--- config.mk ---
export PLATFORM = sky130hd
export DESIGN_NAME = joypad_scan_ctrl
export DESIGN_NICKNAME = d
export VERILOG_FILES = /design/src/rtl/joypad_scan_ctrl.sv
export SDC_FILE = /design/constraint.sdc
export NUM_CORES = 1
export LEC_CHECK = 0
export ABC_AREA = 1
export ABC_CLOCK_PERIOD_IN_PS = 2720
export BUFFER_PORTS_ARGS = -buffer_cell sky130_fd_sc_hd__buf_2
export CAP_MARGIN = 30
export CORE_MARGIN = 5
export CORE_UTILIZATION = 30
export CTS_CLUSTER_SIZE = 10
export DETAILED_ROUTE_END_ITERATION = 7
export SETUP_SLACK_MARGIN = 0.1
export SYNTH_ARGS = -nofsm -noshare
export SYNTH_HDL_FRONTEND = slang
export SYNTH_SLANG_ARGS = --single-unit
--- constraint.sdc ---
create_clock -name clk -period 2.72 [get_ports clk]
set_input_delay 0.544 -clock clk [delete_from_list [all_inputs] [get_ports clk]]
set_output_delay 0.544 -clock clk [all_outputs]
set_load 0.1 [all_outputs]
--- src/rtl/joypad_scan_ctrl.sv ---
// Joypad input conditioning: synchroniser, prescaled sample tick,
// per-bit debounce and P10-P13 falling-edge interrupt request.
module joypad_scan_ctrl #(
    parameter int CLK_DIV          = 1,
    parameter int DEBOUNCE_SAMPLES = 4
) (
    input  logic       clk,
    input  logic       rst_n,
    input  logic [7:0] je_raw,
    input  logic [1:0] sel,
    output logic [7:0] je_clean,
    output logic       irq_joypad,
    output logic       sample_tick
);

    localparam int CW = (DEBOUNCE_SAMPLES > 1) ? $clog2(DEBOUNCE_SAMPLES) : 1;
    localparam int DW = (CLK_DIV > 1) ? $clog2(CLK_DIV) : 1;
    localparam logic [CW-1:0] CNT_LAST = CW'(DEBOUNCE_SAMPLES - 1);
    localparam logic [DW-1:0] DIV_LAST = DW'(CLK_DIV - 1);

    logic [7:0]    s1_q, s2_q;
    logic [7:0]    clean_q, clean_d;
    logic [DW-1:0] div_q, div_d;
    logic [CW-1:0] cnt_q [8];
    logic [CW-1:0] cnt_d [8];
    logic          tick;
    logic [3:0]    line;
    logic [3:0]    prev_q;
    logic          irq_q, irq_d;

    always_comb begin
        tick  = (div_q == DIV_LAST);
        div_d = tick ? '0 : div_q + 1'b1;
    end

    // A bit flips only after it has differed on DEBOUNCE_SAMPLES consecutive ticks.
    always_comb begin
        clean_d = clean_q;
        for (int i = 0; i < 8; i++) begin
            cnt_d[i] = cnt_q[i];
            if (tick) begin
                if (s2_q[i] == clean_q[i]) begin
                    cnt_d[i] = '0;
                end else if (cnt_q[i] == CNT_LAST) begin
                    clean_d[i] = s2_q[i];
                    cnt_d[i]   = '0;
                end else begin
                    cnt_d[i] = cnt_q[i] + 1'b1;
                end
            end
        end
    end

    always_comb begin
        line = 4'hF;
        unique case (sel)
            2'b11: line = 4'hF;
            2'b10: line = clean_q[3:0];
            2'b01: line = clean_q[7:4];
            2'b00: line = clean_q[3:0] & clean_q[7:4];
        endcase
        irq_d = |(prev_q & ~line);
    end

    always_ff @(posedge clk) begin
        if (!rst_n) begin
            s1_q    <= 8'hFF;
            s2_q    <= 8'hFF;
            clean_q <= 8'hFF;
            div_q   <= '0;
            prev_q  <= 4'hF;
            irq_q   <= 1'b0;
            for (int i = 0; i < 8; i++) cnt_q[i] <= '0;
        end else begin
            s1_q    <= je_raw;
            s2_q    <= s1_q;
            clean_q <= clean_d;
            div_q   <= div_d;
            prev_q  <= line;
            irq_q   <= irq_d;
            for (int i = 0; i < 8; i++) cnt_q[i] <= cnt_d[i];
        end
    end

    assign je_clean    = clean_q;
    assign irq_joypad  = irq_q;
    assign sample_tick = tick;

endmodule

**Word-level counts from Yosys, hierarchy flattened**

Memories as Yosys holds them, arrays and structs flattened.
Index checks and enable logic that the tools add are counted.

- Flip-flop bits (word level): 30
- Bits in latches: 0
- Memories kept: 1
- Memory bits (writable): 16
- ROM bits: 0
- Output and inout port bits: 10

- Muxes and demuxes: 35
- Multiply operators: 0
- Eq/ne operators: 19
- Divide/modulo/power cells: 0
- Add/sub/neg operators: 9
- Bitwise operators: 20
- Reduce and logical (&&, ||, !) cells: 11
- Shifts and indexed selects: 0
- Order comparisons: 0

Memories:

| memory | words | width | rd ports | clocked after Yosys merged registers in | wr ports | line | RTL |
|---|---|---|---|---|---|---|---|
| cnt_q | 8 | 2 | 8 | 0 | 8 | 24 | `logic [CW-1:0] cnt_q [8];` |

Operators by type and width:

| kind | count |
|---|---|
| two-way mux 2 bit | 32 |
| AND reduction 3 bit | 8 |
| == test 2 bit, second input constant | 10 |
| adder 2 x 1 -> 2 bit, second input constant | 8 |
| case mux 4 bit (4 select lines) | 1 |
| inverter 1 bit | 9 |
| AND 4 bit | 2 |
| == test 1 bit | 8 |
| OR 1 bit | 8 |
| inverter 4 bit | 1 |
| OR reduction 4 bit | 1 |
| == test 2 x 1 -> 1 bit, second input constant | 1 |
| logical NOT 2 bit | 1 |
| two-way mux 1 bit | 2 |
| AND reduction 2 bit | 1 |
| adder 1 bit, second input constant | 1 |

**Depth between registers and ports, before layout**

Gate-level depths: netlist (run 1).

- Depth after elaboration: 5
- Gate-level depth with buffers: 8
- Mapped depth without buffers: 7

**Worst setup path after synthesis (run 1)**

Ideal clock, no wire load.

- Path type: register to register
- From: reg clean_q[1], in the netlist je_clean[1]
- To: reg clean_q[1], in the netlist je_clean[1]
- Buffers on the path: 0
- Library setup time: 134 ps
- Setup slack: 987 ps
- Required time: 2586 ps
- Arrival: 1599 ps
- Cell stages (with the launch flop): 6
- Cells stage by stage: dfxtp_1 -> nor2_1 -> nor2_8 -> nand2_1 -> nand2_1 -> nand3_1

- Cells in the longest elaborated chain, start to end: 3

Ends and longest elaborated chain:

| element | line | RTL |
|---|---|---|
| start: declaration | 22 | `logic [7:0] clean_q, clean_d;` |
| start signal: assignment | 77 | `clean_q <= clean_d;` |
| == test 1 bit | 42 | `if (s2_q[i] == clean_q[i]) begin` |
| inverter 1 bit (no source line) | -- |  |
| AND reduction 3 bit (no source line) | -- |  |

No other way between the ends.
A chain may end at the register's enable or synchronous reset.

**Worst setup path in the final report (run 1)**

- From: reg div_q
- To: out sample_tick

- Cells in the longest elaborated chain, start to end: 1

Ends and longest elaborated chain:

| element | line | RTL |
|---|---|---|
| start: declaration | 23 | `logic [DW-1:0] div_q, div_d;` |
| start signal: assignment | 78 | `div_q <= div_d;` |
| inverter 1 bit (no source line) | -- |  |
| end: declaration | 13 | `output logic sample_tick` |

No other way between the ends.

==> results of run 1 <==
## cells in the final DEF, fill, tap and decap left out
cell	count
buf_2	21
ha_1	8
nand2_2	2
inv_1	10
inv_8	1
nand2_4	1
clkbuf_8	6
conb_1	1
o21ai_0	2
dfxtp_1	46
or2_1	1
nor2_2	5
nor3_1	2
nand2_1	77
a21oi_2	2
a21oi_1	14
nor2_1	14
inv_2	1
buf_4	1
nand3_1	16
clkbuf_1	1
clkinv_2	1
nor2_8	1
or2_2	15
xor2_1	2
## metrics by stage
stage               power, uW  hold slack, ns
global placement          779           0.395
floorplan                 765           0.392
finish                   1180           0.412
CTS                      1210           0.414
global route             1250           0.410
detailed placement        780           0.398
## metal layers
layer  share of wire, %  up-vias  routed length, um
met5                  0        -                  0
met4                1.7        0                 53
met3                5.6        5                177
met2                 47       17               1500
met1                 46      639               1450
li1                   -      753                  -
## synthesized netlist by cell type
master	n	share of area, %
xor2_1	2	0.95
conb_1	1	0.20
nand2_1	77	16
nor3_1	2	0.54
inv_1	10	2.0
nor2_2	5	1.7
buf_6	1	0.61
buf_2	2	0.54
or2_2	15	5.1
nand2_4	1	0.61
inv_8	1	0.61
a21oi_1	14	3.8
a21oi_2	2	0.95
dfxtp_1	46	50
o21ai_0	2	0.54
buf_12	1	1.1
nand2_2	2	0.68
nor2_1	14	2.8
ha_1	8	5.4
or2_1	1	0.34
nor2_8	1	1.1
clkbuf_1	3	0.61
inv_2	1	0.20
nand3_1	16	4.3
## final cells by class
cell class | instances | area [sq um] | share of cell area, %
Multi-Input combinational cell | 163 | 826 | 39.4
Inverter | 12 | 52.6 | 2.51
Sequential cell | 46 | 921 | 43.9
Timing Repair Buffer | 22 | 113 | 5.37
Tap cell | 75 | 93.8 | 4.47
Clock buffer | 7 | 86.3 | 4.12
Clock inverter | 1 | 5.00 | 0.239
## worst reg2reg max path, delay by kind of cell (launching register included)
| kind | cells | cell delay (ns) |
|---|---|---|
| flops | 1 | 0.37 |
| simple gates | 2 | 0.26 |
| buf+inv | 1 | 0.22 |
| compound gates | 1 | 0.12 |
## registers in the layout, indices dropped and copies added, names as in the netlist
name and cells:
je_clean 8, div_q 1, irq_joypad 1, cnt_q 16, s2_q 8, prev_q 4
s1_q 8
## power by group
part	total (uW)	leakage, uW	internal, uW	switching, uW
clock network	422	0.0000482	205	217
registers	698	0.000376	690	8.71
logic	64.3	0.000554	23.7	40.6
total	1180	0.000978	918	267
## worst paths after layout
path	start	end	slack, ns
hold / removal	s1_q[2]	s2_q[2]	0.41
setup / recovery	div_q	sample_tick	0.95
hold reg to reg	s1_q[2]	s2_q[2]	0.41
setup reg to reg	div_q	cnt_q[0][6]	1.68
## logic make-up (layout without fill, tap and decap cells)
| family | count (synthesis) | after routing |
|---|---|---|
| adders and majority gates | 8 | 8 |
| other | 1 | 1 |
| xor gates and xnor gates | 2 | 2 |
| and+or+nand+nor | 134 | 134 |
| DFF | 46 | 46 |
| AOI/OAI and AO/OA | 18 | 18 |
| buffers and inverters | 19 | 42 |
==> impl_metrics.env, run 1 <==
export IMPL_path_cells="inv_8, buf_2"
export IMPL_synthAdderAreaFrac_pct=5.41
export IMPL_num_io_pins=22
export IMPL_rsz0062_at_grt="false"
export IMPL_maxCapViolCount=0
export IMPL_dr_total_vias=1414
export IMPL_fp_dieArea_sq_um=7840
export IMPL_filler_cell_count=649
export IMPL_grt_util_met1_pct=10.6
export IMPL_report_final_setup_viol=0
export IMPL_detailed_place_area_sq_um=2010
export IMPL_final_routed_wire_length_divided_by_cell_count_um=9.78
export IMPL_worstSetupStartpointType="flop"
export IMPL_syn_instance_count=228
export IMPL_yosys_register_bits=46
export IMPL_kind_of_path_behind_the_tightest_hold_check="reg2reg"
export IMPL_muxShareOfSynthArea_pct=0
export IMPL_grt_busiest_layer="met2"
export IMPL_post_route_min_period_ns=1.77
export IMPL_cp_top_family="buffers and inverters"
export IMPL_cts_repair_resized=0
export IMPL_final_hold_viol_count=0
export IMPL_globalRoute_totalOverflow=0
export IMPL_detailedRoute_firstPassIterationCount=4
export IMPL_place_detailed_hpwl_um=2270
export IMPL_dieWidth_um=88.6
export IMPL_ant_nets=0
export IMPL_xor_xnor_cell_area_share_of_the_yosys_netlist_pct=0.946
export IMPL_cts_sinks=46
export IMPL_insertion_delay_ns=0.29
export IMPL_synth_cell_area_sq_um=1850
export IMPL_final_setup_skew_ns=0.00335
export IMPL_leakagePower_uw=0.000978
export IMPL_port_buffers=21
export IMPL_postCtsSetupRepairBufs=0
export IMPL_antenna_diode_count=0
export IMPL_start_util_pct=31.1
export IMPL_timing_critical_path_depth=2
export IMPL_synth_seq_area_share_pct=49.7
export IMPL_power_density_cell_area_nw_per_um2=565
export IMPL_avgViaCountPerCell=4.34
export IMPL_area_growth_pct=13.2
export IMPL_status="completed"
export IMPL_drive_above_1_share_pct=22.7
export IMPL_gr_met3_demand_resource_pct=3.54
export IMPL_design_final_nets=270
export IMPL_crit_fanout=15
export IMPL_die_y_um=88.6
export IMPL_criticalPathCategory="reg2out"
export IMPL_pre_cts_ws_ns=1.17
export IMPL_cp_end_kind="output pin"
export IMPL_drc=0
export IMPL_crit_required_ns=2.18
export IMPL_max_freq_ghz=0.564
export IMPL_initialDrtViolationCount=88
export IMPL_first_global_vias=1349
export IMPL_stdcell_area_sq_um=2100
export IMPL_finalWeightedCongestion=0.699
export IMPL_fin_crit_sh_pct=65.1
export IMPL_largest_family_of_logic_cells_by_synthesized_area="simple AND/OR/NAND/NOR gates"
export IMPL_cp_arrival_ns=1.23
export IMPL_placeableCoreArea_sq_um=5960
export IMPL_htree_levels=2
export IMPL_cp_num_buf_inv=2
export IMPL_final_cell_count_no_fill=326
export IMPL_wirelength_um=3190
export IMPL_synth_compound_area_share_pct=5.27
export IMPL_std_cell_rows=28
export IMPL_grt_start_max_net_pins=32
export IMPL_timing_final_max_slew_violations=0
export IMPL_grt_antenna_before_repair=0
export IMPL_use_met2_pct=15.7
export IMPL_yosys_area_share_simple_pct=32.8
export IMPL_ys_warn_count=0
export IMPL_cts_made_buffers=5
export IMPL_syn_num_nets=248
export IMPL_dpl_cell_count=318
export IMPL_r2r_cells=4
export IMPL_syn_mean_instance_area_sq_um=8.12
export IMPL_cts_root_buffer="clkbuf_8"
export IMPL_cts_tree="done"
export IMPL_finalCoreUtilization_pct=35.2
export IMPL_hold_path_cell_count=1
export IMPL_count_of_cell_types_in_the_netlist=24
export IMPL_grt_pass1_wl_um=5720
export IMPL_critPathMaxStageDelay_ns=0.44
export IMPL_worst_path_max_delay_cell="buf_2"
export IMPL_vdd_ir_drop_max_mv=0.275
export IMPL_cts_reportedPaths_clkPinSlew_ns=0.08
export IMPL_cts_buffer_depth=2
export IMPL_gr_usage_all_layers_pct=9.47
export IMPL_setup_total_negative_slack_ns=0
export IMPL_worst_slack_ns=0.948
export IMPL_cts_hold_buf=0
(Power assumes the default switching activity.)
==> run 2: changes to the inputs <==
ABC_CLOCK_PERIOD_IN_PS = 1610   (was 2720)
clock period = 1.61 ns   (was 2.72 ns; I/O delays follow)
==> run 2 against run 1 <==
Net effect:
- die area stayed put
- combinational power increased by 82%
- critical path depth decreased by 1
- worst hold slack worse by 0.21 ns
==> impl_metrics.env, run 2 (synthesis gave the netlist of run 1 again) <==
export IMPL_cp_top_family="buffers and inverters"
export IMPL_finalWeightedCongestion=0.667
export IMPL_fin_crit_sh_pct=88.0
export IMPL_worst_slack_ns=0.193
export IMPL_maxCapViolCount=0
export IMPL_drc=0
export IMPL_status="completed"
export IMPL_final_hold_viol_count=0
export IMPL_fp_dieArea_sq_um=7840
export IMPL_cts_buffer_depth=2
export IMPL_globalRoute_totalOverflow=0
export IMPL_setup_total_negative_slack_ns=0
export IMPL_critPathMaxStageDelay_ns=0.43
export IMPL_grt_antenna_before_repair=0
export IMPL_cts_hold_buf=0
export IMPL_cts_tree="done"
export IMPL_path_cells="buf_2"
export IMPL_post_route_min_period_ns=1.42
export IMPL_hold_path_cell_count=2
export IMPL_criticalPathCategory="reg2out"
export IMPL_r2r_end="je_clean[7]"
export IMPL_place_detailed_hpwl_um=2270
export IMPL_grt_pass1_wl_um=5430
export IMPL_report_final_setup_viol=0
export IMPL_cp_num_buf_inv=1
export IMPL_placeableCoreArea_sq_um=5960
export IMPL_finalCoreUtilization_pct=36.1
export IMPL_antenna_diode_count=0
export IMPL_crit_fanout=5
export IMPL_largest_reg_flops=16
export IMPL_final_setup_skew_ns=0.00429
export IMPL_leakagePower_uw=0.000994
export IMPL_worst_path_max_delay_cell="buf_2"
export IMPL_timing_final_max_slew_violations=0
export IMPL_cp_arrival_ns=1.10
export IMPL_first_global_vias=1176
export IMPL_max_freq_ghz=0.706
export IMPL_worstSetupStartpointType="flop"
export IMPL_hold_path_startpoint="je_raw[3]"
export IMPL_kind_of_path_behind_the_tightest_hold_check="in2reg"
export IMPL_design_final_nets=271
export IMPL_ant_nets=0
export IMPL_vdd_ir_drop_max_mv=0.666
export IMPL_rsz0062_at_grt="false"
export IMPL_setup_reg_to_reg_worst_slack_ns=0.57
export IMPL_registers_top_by_ff_count="cnt_q"
export IMPL_wirelength_um=3330
export IMPL_gr_usage_all_layers_pct=9.03
export IMPL_postCtsSetupRepairBufs=0
export IMPL_dr_total_vias=1385
export IMPL_insertion_delay_ns=0.29
export IMPL_drive_above_1_share_pct=26.6
export IMPL_cts_reportedPaths_clkPinSlew_ns=0.08
export IMPL_worstSetupStartpoint="je_clean[6]"
export IMPL_dieWidth_um=88.6
export IMPL_commonest_non_fill_non_tap_cells_in_the_layout="nand2_1, dfxtp_1, buf_2, nand3_1, or2_2"
export IMPL_area_growth_pct=15.9
export IMPL_most_common_cell_after_layout_fill_and_taps_aside="nand2_1"
export IMPL_power_density_cell_area_nw_per_um2=994
export IMPL_worst_hold_path_endpoint="s1_q[3]"
export IMPL_r2r_cells=6
export IMPL_final_routed_wire_length_divided_by_cell_count_um=10.2
export IMPL_cts_root_buffer="clkbuf_8"
export IMPL_initialDrtViolationCount=68
export IMPL_cp_end_kind="output pin"
export IMPL_std_cell_rows=28
export IMPL_pre_cts_ws_ns=0.512
export IMPL_cts_sinks=46
export IMPL_avgViaCountPerCell=4.24
export IMPL_post_layout_total_power_uw=2130
export IMPL_port_buffers=21
export IMPL_detailedRoute_firstPassIterationCount=4
export IMPL_num_io_pins=22
export IMPL_cts_repair_resized=0
export IMPL_grt_start_max_net_pins=32
export IMPL_die_y_um=88.6
export IMPL_cts_made_buffers=5
export IMPL_htree_levels=2
export IMPL_crit_required_ns=1.29
export IMPL_start_util_pct=31.1
export IMPL_critical_r2r_launch="div_q"
## run 2: per-layer routing
layer  wire, um  vias to the layer above  track usage, %  part of all wire, %
li1           -                      759               -                    -
met1       1680                      601            11.7                   50
met2       1450                       20            14.1                   43
met3        155                        5            2.61                  4.7
met4         47                        0            3.71                  1.4
met5          0                        -               0                    0
## run 2: worst max-delay path by stage
stage | cells past startpoint | slack [ns] | endpoint
2_1_floorplan | 5 | 0.28 | je_clean[1]
3_3_place_gp | 1 | 0.53 | je_clean[4]
3_5_place_dp | 1 | 0.51 | je_clean[6]
4_1_cts | 1 | 0.18 | je_clean[6]
5_1_grt | 1 | 0.15 | je_clean[1]
6_report | 1 | 0.19 | je_clean[6]
## run 2: through the flow
step	instance area (sq um)	hold slack (ns)	std cells
5_1_grt	2150	0.192	327
3_5_place_dp	2040	0.398	319
6_report	2150	0.200	327
3_3_place_gp	2040	0.393	319
4_1_cts	2150	0.193	327
2_1_floorplan	1860	0.392	228
## run 2: worst reg2reg max path, stage by stage, from the launching register on
cell,delay [ns]
dfxtp_1,0.37
inv_8,0.14
nand2_1,0.08
nor2_2,0.14
nand2_1,0.08
nand2_1,0.06
nand3_1,0.06
## run 2: final cells by class
type                    count  area (sq um)
fillers                   631          3810
flip-flops and latches     46           931
multi-input cells         163           826
repair buffers             23           135
well taps                  75          93.8
clock buffers               5          68.8
inverters                  12          52.6
clock inverters             3          40.0
## run 2: power by group
group	switching, uW	internal, uW	leakage [uW]	total [uW]
Clock	380	457	0.0000579	837
Combinational	71.7	45.8	0.000564	117
Sequential	15.2	1160	0.000372	1180
Total	467	1670	0.000994	2130
